===== src/rtl/sha3_absorb_ctrl.sv =====
// Absorb-phase sequencer for a SHA3 Keccak core: splits a 32-bit AXI-Stream message into
// rate-sized blocks, inserts 0x06..0x80 padding and issues word writes, permutations and squeeze.
module sha3_absorb_ctrl #(
  parameter int DATA_WIDTH = 32,
  parameter int BLK_CNT_W  = 16
) (
  input  logic                    ACLK,
  input  logic                    ARESETn,
  input  logic [DATA_WIDTH-1:0]   s_tdata,
  input  logic [DATA_WIDTH/8-1:0] s_tkeep,
  input  logic                    s_tlast,
  input  logic [1:0]              s_tuser,
  input  logic                    s_tvalid,
  output logic                    s_tready,
  output logic                    c_init,
  output logic                    c_wvalid,
  output logic [5:0]              c_widx,
  output logic [DATA_WIDTH-1:0]   c_wdata,
  output logic                    c_perm_start,
  input  logic                    c_perm_done,
  output logic                    c_squeeze,
  output logic                    msg_done,
  output logic [BLK_CNT_W-1:0]    msg_blocks,
  output logic [2:0]              dbg_state
);

  localparam int KW = DATA_WIDTH / 8;

  typedef enum logic [2:0] {
    S_IDLE, S_ABSORB, S_PAD, S_FINAL, S_PERM_START, S_PERM_WAIT, S_SQUEEZE
  } state_t;

  state_t                  state_q, state_d;
  logic [5:0]              rate_q, rate_d;
  logic [5:0]              widx_q, widx_d;
  logic                    final_q, final_d;
  logic                    pad_pend_q, pad_pend_d;
  logic                    tready_q, tready_d;
  logic                    init_q, init_d;
  logic                    wvalid_q, wvalid_d;
  logic [5:0]              cwidx_q, cwidx_d;
  logic [DATA_WIDTH-1:0]   wdata_q, wdata_d;
  logic                    pstart_q, pstart_d;
  logic                    squeeze_q, squeeze_d;
  logic [BLK_CNT_W-1:0]    blocks_q, blocks_d;

  logic                    at_end;
  logic                    accept;
  logic [DATA_WIDTH-1:0]   keep_mask;
  logic [4:0]              pad_shift;
  logic [DATA_WIDTH-1:0]   tail_word;

  function automatic logic [5:0] rate_of(input logic [1:0] v);
    case (v)
      2'd0:    rate_of = 6'd36;
      2'd1:    rate_of = 6'd34;
      2'd2:    rate_of = 6'd26;
      default: rate_of = 6'd18;
    endcase
  endfunction

  // s_tready is registered and high exactly while the FSM sits in ABSORB.
  assign accept = s_tvalid && tready_q;
  assign at_end = (widx_q == rate_q - 6'd1);

  // Last partial beat: keep the valid bytes, put 0x06 at byte k, and 0x80 on top if the block ends here.
  always_comb begin
    keep_mask = '0;
    for (int b = 0; b < KW; b++) keep_mask[8*b +: 8] = {8{s_tkeep[b]}};
    case (s_tkeep)
      4'h1:    pad_shift = 5'd8;
      4'h3:    pad_shift = 5'd16;
      4'h7:    pad_shift = 5'd24;
      default: pad_shift = 5'd0;
    endcase
    tail_word = (s_tdata & keep_mask) | (DATA_WIDTH'(8'h06) << pad_shift);
    if (at_end) tail_word[DATA_WIDTH-1] = 1'b1;
  end

  always_ff @(posedge ACLK) begin
    if (!ARESETn) begin
      state_q    <= S_IDLE;
      rate_q     <= '0;
      widx_q     <= '0;
      final_q    <= 1'b0;
      pad_pend_q <= 1'b0;
      tready_q   <= 1'b0;
      init_q     <= 1'b0;
      wvalid_q   <= 1'b0;
      cwidx_q    <= '0;
      wdata_q    <= '0;
      pstart_q   <= 1'b0;
      squeeze_q  <= 1'b0;
      blocks_q   <= '0;
    end else begin
      state_q    <= state_d;
      rate_q     <= rate_d;
      widx_q     <= widx_d;
      final_q    <= final_d;
      pad_pend_q <= pad_pend_d;
      tready_q   <= tready_d;
      init_q     <= init_d;
      wvalid_q   <= wvalid_d;
      cwidx_q    <= cwidx_d;
      wdata_q    <= wdata_d;
      pstart_q   <= pstart_d;
      squeeze_q  <= squeeze_d;
      blocks_q   <= blocks_d;
    end
  end

  always_comb begin
    state_d = state_q;
    case (state_q)
      S_IDLE:       if (s_tvalid) state_d = S_ABSORB;
      S_ABSORB: begin
        if (accept) begin
          if (at_end)                              state_d = S_PERM_START;
          else if (s_tlast && s_tkeep == {KW{1'b1}}) state_d = S_PAD;
          else if (s_tlast)                        state_d = S_FINAL;
        end
      end
      S_PAD:        state_d = at_end ? S_PERM_START : S_FINAL;
      S_FINAL:      state_d = S_PERM_START;
      S_PERM_START: state_d = S_PERM_WAIT;
      S_PERM_WAIT: begin
        if (c_perm_done) begin
          if (final_q)         state_d = S_SQUEEZE;
          else if (pad_pend_q) state_d = S_PAD;
          else                 state_d = S_ABSORB;
        end
      end
      S_SQUEEZE:    state_d = S_IDLE;
      default:      state_d = S_IDLE;
    endcase
  end

  always_comb begin
    rate_d     = rate_q;
    widx_d     = widx_q;
    final_d    = final_q;
    pad_pend_d = pad_pend_q;
    tready_d   = (state_d == S_ABSORB);
    init_d     = 1'b0;
    wvalid_d   = 1'b0;
    cwidx_d    = '0;
    wdata_d    = '0;
    pstart_d   = 1'b0;
    squeeze_d  = 1'b0;
    blocks_d   = blocks_q;
    case (state_q)
      S_IDLE: begin
        if (s_tvalid) begin
          rate_d     = rate_of(s_tuser);
          init_d     = 1'b1;
          widx_d     = '0;
          blocks_d   = '0;
          final_d    = 1'b0;
          pad_pend_d = 1'b0;
        end
      end
      S_ABSORB: begin
        if (accept) begin
          wvalid_d = 1'b1;
          cwidx_d  = widx_q;
          if (!s_tlast || s_tkeep == {KW{1'b1}}) begin
            wdata_d = s_tdata;
            if (s_tlast && at_end) pad_pend_d = 1'b1;
          end else begin
            wdata_d = tail_word;
            if (at_end) final_d = 1'b1;
          end
          if (!at_end) widx_d = widx_q + 6'd1;
        end
      end
      S_PAD: begin
        wvalid_d = 1'b1;
        cwidx_d  = widx_q;
        wdata_d  = at_end ? 32'h8000_0006 : 32'h0000_0006;
        if (at_end) final_d = 1'b1;
      end
      S_FINAL: begin
        wvalid_d = 1'b1;
        cwidx_d  = rate_q - 6'd1;
        wdata_d  = 32'h8000_0000;
        final_d  = 1'b1;
      end
      S_PERM_START: begin
        pstart_d = 1'b1;
        if (!(&blocks_q)) blocks_d = blocks_q + BLK_CNT_W'(1);
      end
      S_PERM_WAIT: begin
        if (c_perm_done) begin
          widx_d = '0;
          if (!final_q && pad_pend_q) pad_pend_d = 1'b0;
        end
      end
      S_SQUEEZE: squeeze_d = 1'b1;
      default: ;
    endcase
  end

  assign s_tready     = tready_q;
  assign c_init       = init_q;
  assign c_wvalid     = wvalid_q;
  assign c_widx       = cwidx_q;
  assign c_wdata      = wdata_q;
  assign c_perm_start = pstart_q;
  assign c_squeeze    = squeeze_q;
  assign msg_done     = squeeze_q;
  assign msg_blocks   = blocks_q;
  assign dbg_state    = state_q;

endmodule


===== config.mk =====
export PLATFORM = sky130hd
export DESIGN_NAME = sha3_absorb_ctrl
export DESIGN_NICKNAME = d
export VERILOG_FILES = /design/src/rtl/sha3_absorb_ctrl.sv
export SDC_FILE = /design/constraint.sdc
export NUM_CORES = 1
export LEC_CHECK = 0
export BUFFER_PORTS_ARGS = -buffer_cell sky130_fd_sc_hd__buf_2
export CORE_MARGIN = 4
export CORE_UTILIZATION = 30
export DETAILED_ROUTE_END_ITERATION = 8
export GPL_TIMING_DRIVEN = 1
export PLACE_DENSITY = 0.54
export SYNTH_ARGS = -nofsm -noshare
export SYNTH_HDL_FRONTEND = slang
export SYNTH_SLANG_ARGS = --single-unit

===== constraint.sdc =====
create_clock -name ACLK -period 4.75 [get_ports ACLK]
set_clock_uncertainty 0.05 [all_clocks]
set_input_delay 0.7125 -clock ACLK [delete_from_list [all_inputs] [get_ports ACLK]]
set_output_delay 0.7125 -clock ACLK [all_outputs]
set_load 0.01 [all_outputs]

==> results.sh <==
export IMPL_critPathLaunch="rate_q[1]$_SDFFE_PN0P_"
export IMPL_synthCells=375
export IMPL_grt_ovfl_total=0
export IMPL_wirelength_um=8900
export IMPL_max_slew_margin_rel_pct=41.48
export IMPL_die_area_mm2=0.01283
export IMPL_yosys_top_cells_area="dfxtp_1, and3_1, nand2_1, a21oi_1, nor2_1"
export IMPL_post_cts_buffers=0
export IMPL_root_buffer="clkbuf_8"
export IMPL_antenna_found_initial=0
export IMPL_yosys_area_top_type_share_pct=45.18
export IMPL_drt_pass1_iterations=4
export IMPL_core_mm2=0.01084
export IMPL_rr_worst_depth=8
export IMPL_area_growth_pct=24.32
export IMPL_fillers=1129
export IMPL_cts_max_level=3
export IMPL_synth_edf_count=0
export IMPL_cts_tree="built"
export IMPL_routed_via_density=4.854
export IMPL_hold_viol=0
export IMPL_synth_area_leader_cell="dfxtp_1"
export IMPL_path_class="register to register"
export IMPL_hold_path_end="msg_blocks[12]$_SDFFE_PN0P_"
export IMPL_powerDensity_mw_per_mm2=317.5
export IMPL_crit_family="simple AND/OR/NAND/NOR gates"
export IMPL_hold_depth=2
export IMPL_grt_setup_unrepaired="no"
export IMPL_synth_flop_cell="dfxtp_1"
export IMPL_mappedNetlistNets=421
export IMPL_drv_slew=0
export IMPL_drc=0
export IMPL_drive_above_1_share_pct=27.73
export IMPL_fin_crit_ns=2.696
export IMPL_ys_ff_latch=75
export IMPL_worstPathCellList="inv_1, ha_1, nor3b_2, nand2_1, and2_4, nor4b_4, nor2_1, a221o_1"
export IMPL_worstReg2RegEnd="widx_q[1]$_SDFFE_PN0P_"
export IMPL_reg2reg_from="rate_q[1]$_SDFFE_PN0P_"
export IMPL_ant_nets=0
export IMPL_via_count=2990
export IMPL_synth_commonest_cells="dfxtp_1, nand2_1, nor2_1"
export IMPL_setup_violations_final=0
export IMPL_grt_pass1_vias=2841
export IMPL_nets=518
export IMPL_wl_per_cell_um=14.45
export IMPL_ys_seq_area_share_pct=45.18
export IMPL_cts_sinks=75
export IMPL_rrSetupSlack_ns=2.05
export IMPL_routabilityCongestion=0.7924
export IMPL_tightestPinTransition_ns=0.8741
export IMPL_synth_cell_types=58
export IMPL_die_h_um=113.3
export IMPL_worst_path_buf_inv=1
export IMPL_status="finished clean"
export IMPL_avgSynthCellArea_um2=8.862
export IMPL_gr_usage_all_layers_pct=13.93
export IMPL_cp_data_required_time_ns=4.92
export IMPL_grt_first_pass_wirelength_um=14380
export IMPL_ir_worst_vdd_mv=0.1355
export IMPL_drt_iter0_markers=153
export IMPL_critPathLaunchType="register"
export IMPL_max_cap_viol_count=0
export IMPL_clock_latency_ns=0.36
export IMPL_fmax_mhz=371.0
export IMPL_mappedNetlistArea_mm2=0.003323
export IMPL_grt_max_degree=24
export IMPL_ios=106
export IMPL_min_path_type="register to register"
export IMPL_cts_buffers=9
export IMPL_endpoint_kind="register"
export IMPL_hp_start="msg_blocks[12]$_SDFFE_PN0P_"
export IMPL_cp_slowest_cell="nor4b_4"
export IMPL_finish_utilization_pct=38.11
export IMPL_clk_pin_slew_ns=0.09
export IMPL_cts_buffer_depth=2
export IMPL_cts_resized=0
export IMPL_num_rows=38
export IMPL_fin_tns_setup_ns=0
export IMPL_fin_crit_sh_pct=56.75
export IMPL_p_leak_nw=1.900
export IMPL_cp_arrival_ns=2.87
export IMPL_dp_hpwl_um=6627
export IMPL_worst_path_largest_cell_delay_ns=0.77
export IMPL_die_x_um=113.3
export IMPL_postCtsHoldBufs=0
export IMPL_async_flop_share_pct=0
export IMPL_yosysWarnings=0
export IMPL_port_buffers=105
export IMPL_cp_max_fo=17
export IMPL_diodes=0
export IMPL_yosys_cell_count_top_type="dfxtp_1"
export IMPL_initial_core_util_pct=30.66
## power by group
group	switching [mW]	internal [mW]	leakage (nW)
Combinational	0.0757	0.0516	1.19
Sequential	0.0159	0.640	0.606
Clock	0.231	0.298	0.109
## worst max path at each step
stage	end	cells past startpoint
after floorplan	widx_q[1]$_SDFFE_PN0P_	8
after global placement	widx_q[1]$_SDFFE_PN0P_	8
after detailed placement	widx_q[1]$_SDFFE_PN0P_	8
after CTS	widx_q[1]$_SDFFE_PN0P_	8
after global routing	pad_pend_q$_SDFFE_PN0P_	8
final	widx_q[1]$_SDFFE_PN0P_	8
## cells by family after synthesis
kind of cell    share of synthesized area [%]
buf+inv                                 3.953
simple gates                            29.56
flops                                   45.18
mux                                    0.3012
compound gates                          14.87
xor+xnor                                5.008
fa+ha+maj                               1.130
## state kept, by name, indices dropped and copies added (netlist names)
name          cells
dbg_state         3
rate_q            5
c_init            1
s_tready          1
c_perm_start      1
final_q           1
c_wvalid          1
c_squeeze         1
msg_blocks       16
widx_q            6
c_widx            6
pad_pend_q        1
c_wdata          32
## area by class of cell
type | count | area, um^2 | share of cell area (%)
Multi-Input combinational cell | 274 | 1690 | 40.91
Inverter | 7 | 26.28 | 0.6360
Tap cell | 140 | 175.2 | 4.240
Clock inverter | 1 | 30.03 | 0.7268
Timing Repair Buffer | 105 | 525.5 | 12.72
Clock buffer | 14 | 182.7 | 4.422
Sequential cell | 75 | 1501 | 36.34
## tightest hold or removal path, stage by stage, from the launching register on
cell     delay (ns)
dfxtp_1        0.35
nand2_1        0.07
a21oi_1        0.05
## layer usage
metal / up-vias / wire length, um / part of all wire [%] / track usage [%]
li1: 1523 / - / - / -
met1: 1349 / 4232 / 48 / 18.16
met5: - / 0 / 0 / 0
met3: 12 / 663 / 7.4 / 3.743
met2: 106 / 3827 / 43 / 21.80
met4: 0 / 177 / 2.0 / 5.769
## cells in the final DEF, fill, tap and decap left out, types with 2 or more instances in the layout
cell / instances
nor2b_1: 5
nor3b_1: 3
a21oi_1: 29
clkbuf_8: 13
xnor2_1: 5
o31ai_1: 2
a211oi_1: 4
nor2_1: 36
inv_1: 7
or2_2: 2
nand3_1: 14
nand2b_1: 9
and2_1: 5
o2111ai_1: 2
and4_1: 2
nand3b_1: 5
or4_1: 3
nand4_1: 7
or3_1: 3
o21ai_0: 8
xor2_1: 14
and3_1: 33
dfxtp_1: 75
buf_2: 105
o22ai_1: 3
o211ai_1: 2
nor4b_4: 2
a31oi_1: 4
nor3_1: 5
ha_1: 3
nand2_1: 40
## through the flow
stage                     std cells  setup slack [ns]  cell area, um^2  hold slack (ns)  power (mW)
after floorplan                 375             2.688             3323           0.4192      0.7526
final                           616             2.054             4131           0.4633       1.312
after global placement          601             2.218             3919           0.4523      0.7977
after global routing            616             1.841             4131           0.4847       1.369
after detailed placement        601             2.118             3919           0.4560      0.7986
after CTS                       616             2.084             4131           0.4687       1.331
Power figures use the tool's default switching activity.
